**src/rtl/port_display_scan_if.sv**
```systemverilog
// ============================================================================
// Module   : port_display_scan_if
// Brief    : Port-value inputs and 7-segment drive outputs of the scan block.
// Revision : 1.0 - initial release
// ============================================================================
`default_nettype none

interface port_display_scan_if;
  logic [7:0] value_hi;
  logic [7:0] value_lo;
  logic       blank_lz;
  logic [3:0] anode;
  logic [6:0] seg;
  logic       dp;

  // Port-register side: supplies the values, observes the display drive.
  modport master (
    output value_hi, value_lo, blank_lz,
    input  anode, seg, dp
  );

  // Display scanner side.
  modport slave (
    input  value_hi, value_lo, blank_lz,
    output anode, seg, dp
  );
endinterface

`default_nettype wire

```
**src/rtl/port_display_scan.sv**
```systemverilog
// ============================================================================
// Module   : port_display_scan
// Brief    : Time-multiplexed 4-digit hex display of ports E1:E0, tear-free.
// Revision : 1.0 - initial release
// ============================================================================
`default_nettype none

module port_display_scan #(
  parameter int REFRESH_DIV = 100000,
  parameter bit DP_SEP      = 1'b1
) (
  input  wire logic          clk,
  input  wire logic          reset,
  port_display_scan_if.slave bus
);

  localparam int                 c_CNT_W = (REFRESH_DIV > 1) ? $clog2(REFRESH_DIV) : 1;
  localparam logic [c_CNT_W-1:0] c_LAST  = c_CNT_W'(REFRESH_DIV - 1);

  logic [c_CNT_W-1:0] r_div_cnt;
  logic [1:0]         r_idx;
  logic [7:0]         r_shadow_hi;
  logic [7:0]         r_shadow_lo;
  logic [3:0]         r_anode;
  logic [6:0]         r_seg;
  logic               r_dp;

  logic               w_tick;
  logic               w_snap;
  logic [1:0]         w_idx_nxt;
  logic [7:0]         w_hi;
  logic [7:0]         w_lo;
  logic [3:0]         w_nib;
  logic               w_blank;
  logic [3:0]         w_anode;
  logic [6:0]         w_seg;
  logic               w_dp;

  assign w_tick    = (r_div_cnt == c_LAST);
  assign w_idx_nxt = r_idx + 2'd1;
  assign w_snap    = w_tick && (w_idx_nxt == 2'd0);

  // On the snapshot edge digit 0 shows the live values being captured.
  assign w_hi = w_snap ? bus.value_hi : r_shadow_hi;
  assign w_lo = w_snap ? bus.value_lo : r_shadow_lo;

  always_comb begin
    w_nib   = 4'h0;
    w_blank = 1'b0;
    case (w_idx_nxt)
      2'd0: w_nib = w_lo[3:0];
      2'd1: begin
        w_nib   = w_lo[7:4];
        w_blank = bus.blank_lz && (w_hi == 8'h00) && (w_lo[7:4] == 4'h0);
      end
      2'd2: begin
        w_nib   = w_hi[3:0];
        w_blank = bus.blank_lz && (w_hi == 8'h00);
      end
      default: begin
        w_nib   = w_hi[7:4];
        w_blank = bus.blank_lz && (w_hi[7:4] == 4'h0);
      end
    endcase
  end

  always_comb begin
    w_seg = 7'b1111111;
    case (w_nib)
      4'h0: w_seg = 7'b1000000;
      4'h1: w_seg = 7'b1111001;
      4'h2: w_seg = 7'b0100100;
      4'h3: w_seg = 7'b0110000;
      4'h4: w_seg = 7'b0011001;
      4'h5: w_seg = 7'b0010010;
      4'h6: w_seg = 7'b0000010;
      4'h7: w_seg = 7'b1111000;
      4'h8: w_seg = 7'b0000000;
      4'h9: w_seg = 7'b0010000;
      4'hA: w_seg = 7'b0001000;
      4'hB: w_seg = 7'b0000011;
      4'hC: w_seg = 7'b1000110;
      4'hD: w_seg = 7'b0100001;
      4'hE: w_seg = 7'b0000110;
      default: w_seg = 7'b0001110;
    endcase
    w_anode = ~(4'b0001 << w_idx_nxt);
    w_dp    = ~(DP_SEP && (w_idx_nxt == 2'd2));
    if (w_blank) begin
      w_anode = 4'b1111;
      w_seg   = 7'b1111111;
      w_dp    = 1'b1;
    end
  end

  always_ff @(posedge clk or negedge reset) begin
    if (!reset) begin
      r_div_cnt   <= '0;
      r_idx       <= 2'd3;
      r_shadow_hi <= 8'h00;
      r_shadow_lo <= 8'h00;
      r_anode     <= 4'b1111;
      r_seg       <= 7'b1111111;
      r_dp        <= 1'b1;
    end else if (w_tick) begin
      r_div_cnt <= '0;
      r_idx     <= w_idx_nxt;
      r_anode   <= w_anode;
      r_seg     <= w_seg;
      r_dp      <= w_dp;
      if (w_snap) begin
        r_shadow_hi <= bus.value_hi;
        r_shadow_lo <= bus.value_lo;
      end
    end else begin
      r_div_cnt <= r_div_cnt + 1'b1;
    end
  end

  assign bus.anode = r_anode;
  assign bus.seg   = r_seg;
  assign bus.dp    = r_dp;

endmodule

`default_nettype wire

```
**src/flat_wrapper.sv**
```systemverilog
// flat-port wrapper written by rule: the top's interface ports become plain ports
module port_display_scan_flat 
#(
  parameter int REFRESH_DIV = 100000,
  parameter bit DP_SEP      = 1'b1
)
  (clk, reset, bus_value_hi, bus_value_lo, bus_blank_lz, bus_anode, bus_seg, bus_dp);
  port_display_scan_if bus_i ();
  input  wire logic clk;
  input  wire logic reset;
  input wire logic [$bits(bus_i.value_hi)-1:0] bus_value_hi;
  input wire logic [$bits(bus_i.value_lo)-1:0] bus_value_lo;
  input wire logic [$bits(bus_i.blank_lz)-1:0] bus_blank_lz;
  output wire logic [$bits(bus_i.anode)-1:0] bus_anode;
  output wire logic [$bits(bus_i.seg)-1:0] bus_seg;
  output wire logic [$bits(bus_i.dp)-1:0] bus_dp;
  assign bus_i.value_hi = bus_value_hi;
  assign bus_i.value_lo = bus_value_lo;
  assign bus_i.blank_lz = bus_blank_lz;
  assign bus_anode = bus_i.anode;
  assign bus_seg = bus_i.seg;
  assign bus_dp = bus_i.dp;
  port_display_scan #(.REFRESH_DIV(REFRESH_DIV), .DP_SEP(DP_SEP)) u_core (.clk(clk), .reset(reset), .bus(bus_i));
endmodule
```
**config.mk**
```make
export PLATFORM = sky130hd
export DESIGN_NAME = port_display_scan_flat
export DESIGN_NICKNAME = d
export VERILOG_FILES = /design/src/rtl/port_display_scan_if.sv /design/src/rtl/port_display_scan.sv /design/src/flat_wrapper.sv
export SDC_FILE = /design/constraint.sdc
export NUM_CORES = 1
export LEC_CHECK = 0
export CAP_MARGIN = 20
export CORE_UTILIZATION = 25
export DETAILED_ROUTE_END_ITERATION = 10
export GPL_ROUTABILITY_DRIVEN = 0
export PLACE_DENSITY = 0.44
export SYNTH_ARGS = -nofsm -noshare
export SYNTH_HDL_FRONTEND = slang
export SYNTH_SLANG_ARGS = --single-unit
```
**constraint.sdc**
```tcl
create_clock -name clk -period 3.4 [get_ports clk]
set_input_delay 0.34 -clock clk [delete_from_list [all_inputs] [get_ports clk]]
set_output_delay 0.34 -clock clk [all_outputs]
set_load 0.005 [all_outputs]
```
Word-level counts from Yosys, hierarchy flattened
Memory sizes are Yosys's and may differ from the RTL's. Index checks and enable logic that the tools add are counted.

Bits of input ports: 19. ROM bits: 112. Register bits after elaboration: 47. Memories kept: 1. Output and inout port bits: 12.

Reductions and logical operators: 8. Add/subtract/negate cells: 2. Muxes and demuxes: 8. Bitwise logic cells: 2. Shift-type cells: 1. Equality and inequality tests: 3.

Memory list: (no name shown) (depth 16, bits a word 7, rd ports 1, clocked after Yosys merged registers in 0, write ports 0, line port_display_scan.sv:69) `case (w_nib)`.

Operator list (count): $add A17 B1 Y17 const B (1); $eq A17 B17 Y1 const B (1); $mux W17 (1); $mux W8 (2); $pmux W4 S3 (1); $logic_not A4 Y1 (2); $logic_not A8 Y1 (1); $mux W7 (1); $logic_and A1 B1 Y1 (4); $mux W4 (1); $not A4 Y4 (1); $shl A1 B2 Y4 const A (1); $pmux W1 S3 (1); $add A2 B1 Y2 const B (1); $eq A2 B1 Y1 const B (1); $eq A2 B2 Y1 const B (1); $logic_not A2 Y1 (1); $mux W1 (1); $not A1 Y1 (1).

Logic depth before layout (Yosys ltp)
Gate-level depths: netlist of the first run.

Depth after elaboration: 9. Depth in mapped cells: 13.

Worst setup path after synthesis of the first run
No wires, ideal clock.

Kind: register -> register. Start: reg u_core.r_div_cnt[0]. End: reg u_core.r_seg[2] (netlist: u_core.bus.seg[2]). Data required time: 3.323 ns. Data arrival time: 2.723 ns. Buffers on the path: 1. Setup slack: 0.600 ns. Setup time: 0.077 ns. Cell stages (with the launch flop): 12. Cells stage by stage: dfrtp_1 -> ha_1 -> and4_1 -> and4_4 -> buf_6 -> nand3_1 -> a21oi_1 -> o41ai_2 -> inv_1 -> ha_1 -> or3_1 -> a31oi_1.

Longest elaborated chain between the ends: 8. Elaborated cells between the ends (all ways): 14. Classes of those cells: eq/ne (1); mux (5); reduce/logical (7); memory (1).

Ends and longest elaborated chain: start, declared (line port_display_scan.sv:20) `logic [c_CNT_W-1:0] r_div_cnt;`; start signal, assigned (line port_display_scan.sv:116) `r_div_cnt <= r_div_cnt + 1'b1;`; $eq A17 B17 Y1 (*) (line port_display_scan.sv:39) `assign w_tick = (r_div_cnt == c_LAST);`; parallel branches: the longest is 7 deep, another holds $mem_v2 Z16 W7; end signal, assigned (line port_display_scan.sv:109) `r_seg <= w_seg;`; end, declared (line port_display_scan.sv:25) `logic [6:0] r_seg;`.

Mark *: on every way between the ends. A chain may end at the register's enable or synchronous reset.

Final worst setup path of the first run
Start: reg u_core.r_div_cnt[0]. End: reg u_core.r_seg[6] (netlist: u_core.bus.seg[6]).

Same word-level chain as after synthesis.

==> flow_metrics.tcl, run 1 <==
set metrics [dict create \
    status "finished clean" \
    layout_common_cells "33 x dfrtp_1, 31 x nand2_1, 29 x clkdlybuf4s50_1, 24 x nor2_1, 23 x nand3_1" \
    slowest_delay_ns 0.52 \
    antenna_found_initial 0 \
    arrival_ns 3.40 \
    die_w_um 104 \
    powerDensity_mw_per_mm2 301 \
    synth_nets 289 \
    synth_ff_type "dfrtp_1" \
    antennaDiodeCount 0 \
    yosys-top-cells-area "dfrtp_1 32%, dfstp_2 13%, ha_1 4.8%, nand2_1 4.5%, nand3_1 4.4%" \
    htree_num_levels 2 \
    setup-violations-final 0 \
    vdd_drop_max_mv 0.135 \
    layout_commonest_cell "dfrtp_1" \
    dieArea_mm2 0.0108 \
    firstDrtPassIters 4 \
    drc 0 \
    worstPathRequired_ns 3.63 \
    cts_tree "yes" \
    cts-root-buf "clkbuf_8" \
    dp_hpwl_um 4810 \
    grt_overflow 0 \
    cap_violations 0 \
    fin_crit_sh_pct 93.0 \
    min_path_type "in -> async" \
    synth_edf_count 0 \
    stdcell_count 428 \
    path_buf_inv 1 \
    synthCells 260 \
    synth_top_area_share_pct 31.7 \
    syn_avg_cell_area_um2 10.0 \
    clock_latency_ns 0.30 \
    final_nets 323 \
    setup-tns-final_ns 0 \
    p_leak_nw 1.20 \
    io_pins 31 \
    setup_ws_ns 0.239 \
    grt_usage_pct 12.7 \
    finalHoldViolCount 0 \
    power_mw 0.945 \
    numCtsBuffers 5 \
    post-place-ws_ns 0.266 \
    worstSetupStartpointType "flip-flop" \
    rows 36 \
    whs_ns 0.163 \
    ys_ff_latch 46 \
    end_kind "flip-flop" \
    fp.dieH_um 104 \
    max_slew.worst_pin.slew_ns 0.890 \
    placed_area_mm2 0.00305 \
    grt_pass1_vias 2073 \
    syn2layout_area_growth_pct 20.5 \
    via_count 2023 \
    slowest_stage "o41ai_4" \
    cts_buffer_depth 2 \
    wl_per_cell_um 15.4 \
    synthDistinctLibCells 55 \
    final_core_util_pct 31.6 \
    max-slew-margin-rel_pct 40.6 \
    grt_max_degree 38 \
    async_flop_share_pct 100 \
    ant_nets 0 \
    viasPerCell 4.73 \
    clock-sinks 46 \
    start_util_pct 26.2 \
    wl_um 6580 \
    fin_area_mm2 0.00314 \
    synth.largest_area_cell "dfrtp_1" \
    crit_fanout 16 \
    fin_crit_ns 3.16 \
    max_freq_ghz 0.316 \
    netlist_area_mm2 0.00261 \
    ctsHoldBuffers 0 \
    grt_pass1_wl_um 10900 \
    final.setup_skew_ns 0.0140 \
    yosysSeqAreaShare_pct 44.8 \
    core_mm2 0.00995 \
    layout-drive-gt1-share_pct 16.3 \
    grt_setup_unrepaired "no" \
    dp.cells 420 \
    io_buffer_count 30 \
    drt_iter0_drc 78 \
    clk_pin_slew_worst_paths_ns 0.10 \
    cp_cell_sequence "ha_1, and4_1, nand4_4, o21ai_1, a21oi_1, o41ai_4, inv_1, ha_1, mux2_1, a22oi_1, a21oi_1" \
    yosys_warnings 0 \
    path_delay_family "compound AO/OA/AOI/OAI gates" \
    finalMaxSlewViolations 0 \
    crit_type "reg -> reg" \
]
[routing by layer]
| layer | track usage (%) | share of wire, % | vias to the layer above |
|---|---|---|---|
| li1 | - | - | 989 |
| met2 | 19.3 | 45 | 28 |
| met4 | 4.29 | 0.97 | 0 |
| met5 | 0 | 0 | - |
| met1 | 18.2 | 53 | 1001 |
| met3 | 2.13 | 1.7 | 5 |
[cells by family after synthesis]
group | synth area share (%)
xor gates and xnor gates | 5.71
buffers and inverters | 3.84
and+or+nand+nor | 22.6
adders and majority gates | 4.80
muxes | 2.16
AOI/OAI and AO/OA | 16.1
DFF | 44.8
[final cells by class]
class	count	area (um2)
Multi-Input combinational cell	197	1340
Clock buffer	5	68.8
Clock inverter	3	21.3
Tap cell	133	166
Timing Repair Buffer	38	355
Fill cell	1047	6810
Sequential cell	46	1170
Inverter	6	22.5
[synth_stat cells, drive strengths merged, types with 6 or more instances]
library cell	instances
ha	10
a21boi	10
a21oi	8
inv	6
xor2	8
dfrtp	33
a31oi	7
o21ai	16
nand2	32
nand3	23
xnor2	9
dfstp	13
buf	7
nor2	25
[worst register-to-register path: stages, from the launching register on]
cell	delay [ns]
dfrtp_1	0.40
ha_1	0.22
and4_1	0.36
nand4_4	0.29
o21ai_1	0.25
a21oi_1	0.12
o41ai_4	0.52
inv_1	0.13
ha_1	0.27
mux2_1	0.29
a22oi_1	0.16
a21oi_1	0.09
[report_power, final]
group	leakage (nW)	internal [mW]	switching (mW)
logic	0.646	0.0237	0.0206
clock network	0.0441	0.145	0.203
registers	0.513	0.551	0.00140
[flip-flops by register name, summed over array words and instances, names as in the netlist]
register            cells
u_core.r_idx            2
u_core.r_shadow_hi      8
u_core.r_shadow_lo      8
u_core.bus.seg          7
u_core.r_div_cnt       17
u_core.bus.anode        3
u_core.bus.dp           1
[what timing repair did]
action,4_1_cts,5_1_grt
endpoints found under the setup margin,0,1
resized for setup,0,1
buffers inserted,0,0
hold endpoints to repair,0,0
[worst paths after layout]
path                                  startpoint                     to  slack (ns)  depth (start not counted)
hold reg to reg            u_core.r_shadow_lo[2]  u_core.r_shadow_lo[2]        0.49                          2
hold / removal                             reset    u_core.r_div_cnt[5]        0.16                          1
max in group asynchronous                  reset    u_core.r_div_cnt[4]        2.56                          2
setup reg to reg             u_core.r_div_cnt[0]      u_core.bus.seg[6]        0.24                         11
min in group clk           u_core.r_shadow_lo[2]  u_core.r_shadow_lo[2]        0.49                          2
setup / recovery             u_core.r_div_cnt[0]      u_core.bus.seg[6]        0.24                         11
Power figures use the tool's default switching activity.
==> inputs of run 2 (changes only) <==
--- a/config.mk
+++ b/config.mk
@@ -8,7 +8,6 @@
 export CAP_MARGIN = 20
 export CORE_UTILIZATION = 25
 export DETAILED_ROUTE_END_ITERATION = 10
-export GPL_ROUTABILITY_DRIVEN = 0
 export PLACE_DENSITY = 0.44
 export SYNTH_ARGS = -nofsm -noshare
 export SYNTH_HDL_FRONTEND = slang
==> results of run 2 <==
The final DEF is identical to that of run 1; final timing and power are the same.
